===== config.mk =====
export PLATFORM = sky130hd
export DESIGN_NAME = perm_noc_ctl_flat
export DESIGN_NICKNAME = d
export VERILOG_FILES = /design/src/rtl/perm_noc_pkg.sv /design/src/rtl/perm_noc_ctl_if.sv /design/src/rtl/perm_noc_ser.sv /design/src/rtl/perm_noc_ctl.sv /design/src/flat_wrapper.sv
export SDC_FILE = /design/constraint.sdc
export NUM_CORES = 1
export LEC_CHECK = 0
export CAP_MARGIN = 5
export CELL_PAD_IN_SITES_DETAIL_PLACEMENT = 0
export CELL_PAD_IN_SITES_GLOBAL_PLACEMENT = 1
export CORE_AREA = 2 2 153 155
export DETAILED_ROUTE_END_ITERATION = 12
export DIE_AREA = 0 0 155 157
export PLACE_DENSITY = 0.79
export SLEW_MARGIN = 5
export SYNTH_ARGS = -nofsm -noshare
export SYNTH_HDL_FRONTEND = slang
export SYNTH_SLANG_ARGS = --single-unit
export TNS_END_PERCENT = 50

===== constraint.sdc =====
create_clock -name clk -period 2.05 [get_ports clk]
set_input_delay 0.41 -clock clk [delete_from_list [all_inputs] [get_ports clk]]
set_output_delay 0.41 -clock clk [all_outputs]
set_load 0.1 [all_outputs]

===== src/rtl/perm_noc_pkg.sv =====
// Shared types, command codes and helpers for the permutation NoC controller.
package perm_noc_pkg;

    localparam int         NWORDS_DEF = 25;
    localparam logic [7:0] CMD_NOP    = 8'h00;
    localparam logic [7:0] CMD_START  = 8'h01;

    typedef enum logic [1:0] {
        IN_IDLE  = 2'd0,
        IN_LOAD  = 2'd1,
        IN_FLUSH = 2'd2
    } in_state_t;

    typedef enum logic [1:0] {
        O_IDLE = 2'd0,
        O_HDR  = 2'd1,
        O_DATA = 2'd2
    } out_state_t;

    // Drop byte b into lane idx of the 7-byte assembly register; lane 7 is
    // never stored because the 8th byte goes straight into the word register.
    function automatic logic [55:0] asm_put(input logic [55:0] a,
                                            input logic [2:0]  idx,
                                            input logic [7:0]  b);
        logic [55:0] r;
        r = a;
        case (idx)
            3'd0:    r[7:0]   = b;
            3'd1:    r[15:8]  = b;
            3'd2:    r[23:16] = b;
            3'd3:    r[31:24] = b;
            3'd4:    r[39:32] = b;
            3'd5:    r[47:40] = b;
            3'd6:    r[55:48] = b;
            default: r        = a;
        endcase
        return r;
    endfunction

endpackage


===== src/rtl/perm_noc_ctl_if.sv =====
// NoC byte links and perm-engine word handshake of the controller.
interface perm_noc_ctl_if;

    logic        noc_to_dev_ctl;
    logic [7:0]  noc_to_dev_data;
    logic        noc_from_dev_ctl;
    logic [7:0]  noc_from_dev_data;
    logic        pushin;
    logic        firstin;
    logic        stopin;
    logic [63:0] din;
    logic        pushout;
    logic        firstout;
    logic        stopout;
    logic [63:0] dout;

    // Controller side.
    modport master (
        input  noc_to_dev_ctl, noc_to_dev_data, stopin, pushout, firstout, dout,
        output noc_from_dev_ctl, noc_from_dev_data, pushin, firstin, din, stopout
    );

    // NoC / perm-engine side.
    modport slave (
        output noc_to_dev_ctl, noc_to_dev_data, stopin, pushout, firstout, dout,
        input  noc_from_dev_ctl, noc_from_dev_data, pushin, firstin, din, stopout
    );

endinterface


===== src/rtl/perm_noc_ser.sv =====
// Result-word serializer: captures one 64-bit word and emits an optional
// header byte followed by eight data bytes, LSB first.
module perm_noc_ser
    import perm_noc_pkg::*;
#(
    parameter logic [7:0] HDR_OUT = 8'h02
) (
    input  logic        clk,
    input  logic        reset,
    input  logic        i_pushout,
    input  logic        i_firstout,
    input  logic [63:0] i_dout,
    output logic        o_stopout,
    output logic        o_ctl,
    output logic [7:0]  o_data
);

    out_state_t  r_state;
    logic [63:0] r_sh;
    logic [2:0]  r_bcnt;
    logic        r_stopout;
    logic        r_ctl;
    logic [7:0]  r_data;
    logic        w_cap;

    // A word is taken only while stopout is low (idle or last byte cycle).
    always_comb begin
        w_cap = i_pushout && !r_stopout;
    end

    // Serializer FSM; outputs and stopout are loaded one cycle ahead.
    always_ff @(posedge clk) begin
        if (reset) begin
            r_state   <= O_IDLE;
            r_sh      <= 64'd0;
            r_bcnt    <= 3'd0;
            r_stopout <= 1'b0;
            r_ctl     <= 1'b1;
            r_data    <= 8'h00;
        end else if (w_cap) begin
            r_stopout <= 1'b1;
            r_bcnt    <= 3'd0;
            if (i_firstout) begin
                r_state <= O_HDR;
                r_ctl   <= 1'b1;
                r_data  <= HDR_OUT;
                r_sh    <= i_dout;
            end else begin
                r_state <= O_DATA;
                r_ctl   <= 1'b0;
                r_data  <= i_dout[7:0];
                r_sh    <= {8'h00, i_dout[63:8]};
            end
        end else begin
            case (r_state)
                O_IDLE: begin
                    r_ctl     <= 1'b1;
                    r_data    <= 8'h00;
                    r_stopout <= 1'b0;
                end
                O_HDR: begin
                    r_state   <= O_DATA;
                    r_ctl     <= 1'b0;
                    r_data    <= r_sh[7:0];
                    r_sh      <= {8'h00, r_sh[63:8]};
                    r_bcnt    <= 3'd0;
                    r_stopout <= 1'b1;
                end
                O_DATA: begin
                    if (r_bcnt == 3'd7) begin
                        r_state   <= O_IDLE;
                        r_ctl     <= 1'b1;
                        r_data    <= 8'h00;
                        r_stopout <= 1'b0;
                    end else begin
                        r_ctl     <= 1'b0;
                        r_data    <= r_sh[7:0];
                        r_sh      <= {8'h00, r_sh[63:8]};
                        r_bcnt    <= r_bcnt + 3'd1;
                        // Drop stopout for the last byte so the next word can follow directly.
                        r_stopout <= (r_bcnt != 3'd6);
                    end
                end
                default: begin
                    r_state   <= O_IDLE;
                    r_ctl     <= 1'b1;
                    r_data    <= 8'h00;
                    r_stopout <= 1'b0;
                end
            endcase
        end
    end

    assign o_stopout = r_stopout;
    assign o_ctl     = r_ctl;
    assign o_data    = r_data;

endmodule


===== src/rtl/perm_noc_ctl.sv =====
// Permutation NoC controller: assembles NoC bytes into frames of 64-bit
// words for the perm engine and serializes result words back to the NoC.
module perm_noc_ctl
    import perm_noc_pkg::*;
#(
    parameter int         NWORDS  = NWORDS_DEF,
    parameter logic [7:0] HDR_OUT = 8'h02
) (
    input  logic           clk,
    input  logic           reset,
    perm_noc_ctl_if.master bus,
    output logic           busy,
    output logic           ovf_err
);

    localparam logic [4:0] LAST_WORD = 5'(NWORDS - 1);

    in_state_t   r_state;
    logic [55:0] r_asm;
    logic [2:0]  r_byte_cnt;
    logic [4:0]  r_word_cnt;
    logic [63:0] r_din;
    logic        r_pushin;
    logic        r_firstin;
    logic        r_busy;
    logic        r_ovf;

    logic        w_byte_in;
    logic        w_word_done;
    logic        w_accept;
    logic        w_reg_free;
    logic [63:0] w_word;
    logic        w_cmd_start;
    logic        w_cmd_bad;
    logic        w_stopout;
    logic        w_from_ctl;
    logic [7:0]  w_from_data;

    // Byte classification and word-register handshake.
    always_comb begin
        w_byte_in   = (r_state == IN_LOAD) && !bus.noc_to_dev_ctl;
        w_word_done = w_byte_in && (r_byte_cnt == 3'd7);
        w_accept    = r_pushin && !bus.stopin;
        w_reg_free  = !r_pushin || !bus.stopin;
        w_word      = {bus.noc_to_dev_data, r_asm};
        w_cmd_start = bus.noc_to_dev_ctl && (bus.noc_to_dev_data == CMD_START);
        w_cmd_bad   = bus.noc_to_dev_ctl && (bus.noc_to_dev_data != CMD_START)
                                         && (bus.noc_to_dev_data != CMD_NOP);
    end

    // Input FSM, byte assembly, word register and sticky error flag.
    always_ff @(posedge clk) begin
        if (reset) begin
            r_state    <= IN_IDLE;
            r_asm      <= 56'd0;
            r_byte_cnt <= 3'd0;
            r_word_cnt <= 5'd0;
            r_din      <= 64'd0;
            r_pushin   <= 1'b0;
            r_firstin  <= 1'b0;
            r_busy     <= 1'b0;
            r_ovf      <= 1'b0;
        end else begin
            // A new word may replace one that is leaving in the same cycle.
            if (w_word_done && w_reg_free) begin
                r_din     <= w_word;
                r_pushin  <= 1'b1;
                r_firstin <= (r_word_cnt == 5'd0);
            end else if (w_accept) begin
                r_din     <= 64'd0;
                r_pushin  <= 1'b0;
                r_firstin <= 1'b0;
            end else begin
                r_din     <= r_din;
                r_pushin  <= r_pushin;
                r_firstin <= r_firstin;
            end

            if (w_cmd_bad || (w_cmd_start && (r_state != IN_IDLE)) ||
                (w_word_done && !w_reg_free)) begin
                r_ovf <= 1'b1;
            end else begin
                r_ovf <= r_ovf;
            end

            case (r_state)
                IN_IDLE: begin
                    if (w_cmd_start) begin
                        r_state    <= IN_LOAD;
                        r_byte_cnt <= 3'd0;
                        r_word_cnt <= 5'd0;
                        r_busy     <= 1'b1;
                    end
                end
                IN_LOAD: begin
                    if (w_byte_in) begin
                        r_asm      <= asm_put(r_asm, r_byte_cnt, bus.noc_to_dev_data);
                        r_byte_cnt <= r_byte_cnt + 3'd1;
                        // Word counter advances even when the word is dropped.
                        if (r_byte_cnt == 3'd7) begin
                            if (r_word_cnt == LAST_WORD) begin
                                r_word_cnt <= 5'd0;
                                r_state    <= IN_FLUSH;
                            end else begin
                                r_word_cnt <= r_word_cnt + 5'd1;
                            end
                        end
                    end
                end
                IN_FLUSH: begin
                    if (w_reg_free) begin
                        r_state <= IN_IDLE;
                        r_busy  <= 1'b0;
                    end
                end
                default: begin
                    r_state <= IN_IDLE;
                    r_busy  <= 1'b0;
                end
            endcase
        end
    end

    perm_noc_ser #(.HDR_OUT(HDR_OUT)) u_ser (
        .clk        (clk),
        .reset      (reset),
        .i_pushout  (bus.pushout),
        .i_firstout (bus.firstout),
        .i_dout     (bus.dout),
        .o_stopout  (w_stopout),
        .o_ctl      (w_from_ctl),
        .o_data     (w_from_data)
    );

    assign bus.pushin            = r_pushin;
    assign bus.firstin           = r_firstin;
    assign bus.din               = r_din;
    assign bus.stopout           = w_stopout;
    assign bus.noc_from_dev_ctl  = w_from_ctl;
    assign bus.noc_from_dev_data = w_from_data;
    assign busy                  = r_busy;
    assign ovf_err               = r_ovf;

endmodule


===== src/flat_wrapper.sv =====
// flat-port wrapper written by rule: the top's interface ports become plain ports
module perm_noc_ctl_flat import perm_noc_pkg::*;
#(
    parameter int         NWORDS  = NWORDS_DEF,
    parameter logic [7:0] HDR_OUT = 8'h02
)
  (clk, reset, busy, ovf_err, bus_noc_to_dev_ctl, bus_noc_to_dev_data, bus_stopin, bus_pushout, bus_firstout, bus_dout, bus_noc_from_dev_ctl, bus_noc_from_dev_data, bus_pushin, bus_firstin, bus_din, bus_stopout);
  perm_noc_ctl_if bus_i ();
  input  logic clk;
  input  logic reset;
  output logic busy;
  output logic ovf_err;
  input wire logic [$bits(bus_i.noc_to_dev_ctl)-1:0] bus_noc_to_dev_ctl;
  input wire logic [$bits(bus_i.noc_to_dev_data)-1:0] bus_noc_to_dev_data;
  input wire logic [$bits(bus_i.stopin)-1:0] bus_stopin;
  input wire logic [$bits(bus_i.pushout)-1:0] bus_pushout;
  input wire logic [$bits(bus_i.firstout)-1:0] bus_firstout;
  input wire logic [$bits(bus_i.dout)-1:0] bus_dout;
  output wire logic [$bits(bus_i.noc_from_dev_ctl)-1:0] bus_noc_from_dev_ctl;
  output wire logic [$bits(bus_i.noc_from_dev_data)-1:0] bus_noc_from_dev_data;
  output wire logic [$bits(bus_i.pushin)-1:0] bus_pushin;
  output wire logic [$bits(bus_i.firstin)-1:0] bus_firstin;
  output wire logic [$bits(bus_i.din)-1:0] bus_din;
  output wire logic [$bits(bus_i.stopout)-1:0] bus_stopout;
  assign bus_i.noc_to_dev_ctl = bus_noc_to_dev_ctl;
  assign bus_i.noc_to_dev_data = bus_noc_to_dev_data;
  assign bus_i.stopin = bus_stopin;
  assign bus_i.pushout = bus_pushout;
  assign bus_i.firstout = bus_firstout;
  assign bus_i.dout = bus_dout;
  assign bus_noc_from_dev_ctl = bus_i.noc_from_dev_ctl;
  assign bus_noc_from_dev_data = bus_i.noc_from_dev_data;
  assign bus_pushin = bus_i.pushin;
  assign bus_firstin = bus_i.firstin;
  assign bus_din = bus_i.din;
  assign bus_stopout = bus_i.stopout;
  perm_noc_ctl #(.NWORDS(NWORDS), .HDR_OUT(HDR_OUT)) u_core (.clk(clk), .reset(reset), .bus(bus_i), .busy(busy), .ovf_err(ovf_err));
endmodule

* Yosys cells after proc, flatten, opt, wreduce, memory -nomap -nowiden
Index checks and enable logic that the tools add are counted.
Storage, ports and cells: memories kept 0, register bits 213, memory bits (writable) 0, logic and storage cells 136, output and inout bits 78, bits in read-only memories 0, bits in latches 0
Operators by class: $add $sub $neg 3, equality and inequality tests 25, multipliers 0, multiplexer cells 43, $lt $le $gt $ge 0, divide/modulo/power cells 0, reductions and logical operators 43, shifts and indexed selects 0, bitwise operators 1
Operator list (count):
- $mux 64 | 5
- $pmux 64 s2 | 1
- $reduce_and 3->1 | 9
- $mux 8 | 3
- $mux 5 | 4
- $mux 2 | 8
- $pmux 8 s2 | 1
- $eq 3x3->1 const B | 5
- $pmux 2 s3 | 2
- $pmux 3 s2 | 2
- $logic_and 1x1->1 | 10
- $mux 1 | 10
- $pmux 5 s2 | 1
- $mux 3 | 3
- $ne 3x3->1 const B | 3
- $eq 8x1->1 const B | 1
- $ne 2x2->1 const B | 4
- $ne 8x1->1 const B | 1
- $reduce_bool 2->1 | 4
- $reduce_bool 8->1 | 1
- $add 3x1->3 const B | 2
- $eq 3x2->1 const B | 2
- $ne 2x1->1 const B | 3
- $reduce_and 2->1 | 3
- other kinds (17) | 27

* Longest topological paths before layout
depth after elaboration 5, mapped depth 9, gate-level depth less buffers 6

* Modules after synthesis
From an unflattened synthesis, not the netlist that was laid out.
Second synthesis, totals: cell total of the unflattened synthesis 1038, area total of the unflattened synthesis 9625.5 um2
By module, submodules not included:
- perm_noc_ctl | area an instance 5149.9 um2, cells each 548, seq. area each 2682.6 um2, times used 1
- perm_noc_ser | area an instance 4475.5 um2, cells each 490, seq. area each 1581.5 um2, times used 1

* Least setup slack after synthesis
OpenSTA, ideal clock, no wires.
kind reg2reg, start point register u_core.u_ser.r_stopout, in the netlist u_core.u_ser.o_stopout, end point register u_core.u_ser.r_sh[61], setup time 0.070 ns, arrival 1.988 ns, stages on the path, launching flop included 7, buffers on the path 3, slack -0.008 ns, cells stage by stage dfxtp_1 nand2b_1 buf_2 buf_2 buf_1 nand3_1 a21oi_1
Between the ends: longest elaborated chain between the ends 4, elaborated cells on any way between the ends 6, classes of those cells eq/ne (1); mux (1); reduce/logical (4)
RTL lines:
- start, declared | line perm_noc_ser.sv:21 | logic r_stopout;
- start signal, assigned | line perm_noc_ser.sv:81 | r_stopout <= (r_bcnt != 3'd6);
- $logic_not 1->1 (*) | line perm_noc_ser.sv:28 | w_cap = i_pushout && !r_stopout;
- $logic_and 1x1->1 (*) | line perm_noc_ser.sv:28
- $ne 3x3->1 (no line) or $reduce_bool 3->1 (tied branches)
- $reduce_and 2->1 (no line)
- end signal, assigned | line perm_noc_ser.sv:47 | r_sh <= i_dout;
- end signal, assigned | line perm_noc_ser.sv:52 | r_sh <= {8'h00, i_dout[63:8]};
- end signal, assigned | line perm_noc_ser.sv:65 | r_sh <= {8'h00, r_sh[63:8]};
- end, declared | line perm_noc_ser.sv:19 | logic [63:0] r_sh;
Every way passes the cells marked *; elsewhere a longest branch is shown, timed or not. A chain may end at the register's enable or synchronous reset.

* Worst setup path in the final report
start point register u_core.u_ser.r_bcnt[1], end point register u_core.u_ser.r_sh[53]
Between the ends: longest elaborated chain between the ends 3
RTL lines:
- start, declared | line perm_noc_ser.sv:20 | logic [2:0] r_bcnt;
- start signal, assigned | line perm_noc_ser.sv:79 | r_bcnt <= r_bcnt + 3'd1;
- $eq 3x3->1 | line perm_noc_ser.sv:70 | if (r_bcnt == 3'd7) begin
- $ne 3x3->1 (no line)
- $reduce_and 2->1 (no line)
- end signal, assigned | line perm_noc_ser.sv:52
- end signal, assigned | line perm_noc_ser.sv:65
- end signal, assigned | line perm_noc_ser.sv:78 | r_sh <= {8'h00, r_sh[63:8]};
No other way between the ends.

==> results <==
## power by group through the flow
stage	logic [mW]	registers (mW)	clock network, mW
finish	1.22	4.37	4.10
detailed placement	1.15	4.46	0
global route	1.32	4.39	4.36
global placement	1.15	4.46	0
floorplan	0.621	4.52	0
CTS	1.15	4.37	4.18
## layout make-up
class | count | area, um2 | share of cell area (%)
Inverter | 8 | 30.03 | 0.2587
Timing Repair Buffer | 207 | 1988 | 17.13
Sequential cell | 213 | 4265 | 36.74
Clock buffer | 32 | 669.4 | 5.766
Multi-Input combinational cell | 706 | 4219 | 36.34
Clock inverter | 9 | 80.08 | 0.6898
Tap cell | 285 | 356.6 | 3.072
## through the flow
stage                     utilization, %  hold slack (ns)
after floorplan                        -           0.4368
after CTS                          51.21           0.1942
after detailed placement           47.88           0.4474
after global routing               51.59           0.2052
after global placement             47.88           0.4421
final                              51.59           0.2065
## flip-flops by register name, summed over array words and instances, names as in the netlist, 2 cells and up
signal                flops
u_core.r_byte_cnt         3
u_core.r_word_cnt         5
u_core.r_state            2
u_core.bus.din           64
u_core.u_ser.r_bcnt       3
u_core.u_ser.o_data       8
u_core.u_ser.r_sh        64
u_core.r_asm             56
u_core.u_ser.r_state      2
## per-layer routing
| metal | GRT usage [%] | part of all wire [%] | vias up |
|---|---|---|---|
| met5 | 0 | 0 | - |
| met4 | 3.527 | 1.1 | 0 |
| met3 | 2.781 | 5.0 | 22 |
| met2 | 32.38 | 48 | 202 |
| met1 | 25.74 | 46 | 3741 |
| li1 | - | - | 3914 |
## logic make-up after synthesis
kind of cell    Yosys count
flops                   213
mux                      25
compound gates          262
fa+ha+maj                14
buf+inv                 105
simple gates            405
## worst paths after layout
path,startpoint,endpoint,slack [ns]
worst max-delay path,u_core.u_ser.r_bcnt[1],u_core.u_ser.r_sh[53],0.13
worst min-delay path,reset,u_core.bus.din[6],0.21
worst max register to register,u_core.u_ser.r_bcnt[1],u_core.u_ser.r_sh[53],0.13
worst min register to register,u_core.r_asm[8],u_core.r_asm[8],0.46
## cells in the mapped netlist, types with 3 or more instances
cell type,instances,area [um2]
clkbuf_1,58,217.7
dfxtp_1,213,4264
a21oi_1,54,270.3
nand3_1,49,245.2
a311oi_1,56,490.5
inv_1,8,30.03
ha_1,14,175.2
buf_4,13,97.59
nand2_1,165,619.3
nand3_2,3,30.03
buf_6,6,67.56
nand2b_1,4,25.02
o31ai_1,3,22.52
o21ai_0,6,30.03
nor3_1,4,20.02
a22o_1,6,52.55
buf_2,18,90.09
a22oi_1,66,495.5
nor2b_1,60,375.4
nor2_1,104,390.4
mux2i_1,25,250.2
a211oi_1,56,420.4
a31oi_1,5,31.28
## cell usage in the layout, fill, tap and decap left out, types with 54 or more instances in the layout
cell / count
nand2_1: 165
buf_4: 111
dfxtp_1: 212
clkdlybuf4s50_1: 75
a21oi_1: 54
a311oi_1: 56
nor2b_1: 60
a22oi_1: 66
nor2_1: 104
a211oi_1: 56
## what timing repair did
action / in CTS / in global routing
endpoints found under the setup margin: 0 / 17
setup buffers: 0 / 1
hold buffers: 0 / 0
resized for setup: 0 / 1
==> results.toml <==
[outcome]
outcome = "complete, no violations"

[critical_path]
critPathMaxStageDelay_ns = 0.35
cp.depth = 9
cpMaxStageDelayCell = "dfxtp_1"
crit_type = "flop to flop"
cp_top_family = "buffers and inverters"
cpMostUsedCell = "ha_1"
r2r_cells = 9
crit_required_ns = 2.46
critPathMaxFanout = 14
crit_buf_inv = 3
startpoint_type = "flop"
endpoint_kind = "flop"
critPathArrivalTime_ns = 2.33
cp_cell_sequence = "ha_1 -> ha_1 -> and2b_1 -> buf_4 -> nor2_4 -> buf_12 -> clkbuf_16 -> nand2_1 -> a311oi_1"

[routing]
antenna_left = 0
drcViolationCount = 0
vias = 7879
post_drt_via_cell_ratio = 5.397
dr.pass1.iters = 5
wl_per_cell_um = 16.71
totalWireLength_um = 24400
drt-initial-drc-count = 530

[yosys]
synthAdderAreaFrac_pct = 1.954
async_flop_share_pct = 0
syn_nets = 1116
synthCells = 1024
yosysWarnings = 0
synth_xor_area_share_pct = 0
yosysUniqueCellTypes = 44
yosys.area_share.simple_pct = 20.87
synth_seq_cells = 213
ys_seq_area_share_pct = 47.58
ys.flop_type = "dfxtp_1"
synth_mux_area_share_pct = 2.792
synth_top_family_by_area = "compound AO/OA/AOI/OAI gates"
synth_edf_count = 0
synth-compound-area-share_pct = 21.11
avgSynthCellArea_um2 = 8.752
syn_area_mm2 = 0.008962

[placement]
dp_slack_ns = -0.006421
place_area_mm2 = 0.01077
dp_hpwl_um = 15990
routabilityCongestion = 0.7915
port-buffer-count = 155
dp_cells = 1415

[floorplan]
die_x_um = 155
num_rows = 55
die_h_um = 157
num_io_pins = 156
core_area_mm2 = 0.02250
die_area_mm2 = 0.02434
start_util_pct = 39.83

[timing]
tightest_slew_ns = 0.6258
rsz0062_at_grt = "false"
period_share_pct = 93.57
max_freq_ghz = 0.5213
max_slew_margin_pct = 58.28
tns_ns = 0
setup_slack_ns = 0.1318
finalHoldViolations = 0
setup_violations = 0
clock_skew_ns = 0.01118
fin_crit_ns = 1.918
maxSlewViolCount = 0

[finish]
instances_no_fill = 1460
nNetsFinal = 1251
design_area_mm2 = 0.01161
diodes = 0
fill_cells = 2176
final_layout_size_suffix_gt1_share_pct = 15.83
synthToLayoutAreaGrowth_pct = 29.53

[hold_path]
hold_class = "input pin to flop"
whs_path_depth = 2

[cts]
insertion_delay_ns = 0.51
cts.sinks = 213
ctsLongestPathBuffers = 3
cts-root-buf = "clkbuf_16"
cts_buffers = 23
cts_max_level = 1
cts_tree = "yes"
clk_pin_slew_worst_paths_ns = 0.06

[run]
max_cap_violations = 0

[power]
power.internal_mw = 7.207
power_mw = 9.689
pwr-share-seq_pct = 45.1
p_clk_share_pct = 42.3
irDropWorstVdd_uv = 562.7
power_leakage_nw = 4.367
p_sw_mw = 2.481
switching_share_pct = 25.61
combPwrFrac_pct = 12.6
p_per_area_mw_per_mm2 = 834.6

[grt]
gr-usage-all-layers_pct = 18.96
grt_pass1_wl_um = 38070
grt_max_degree = 92
grt_overflow = 0
antenna_found_initial = 0
grt_pass1_vias = 7291
Power figures use the tool's default switching activity.
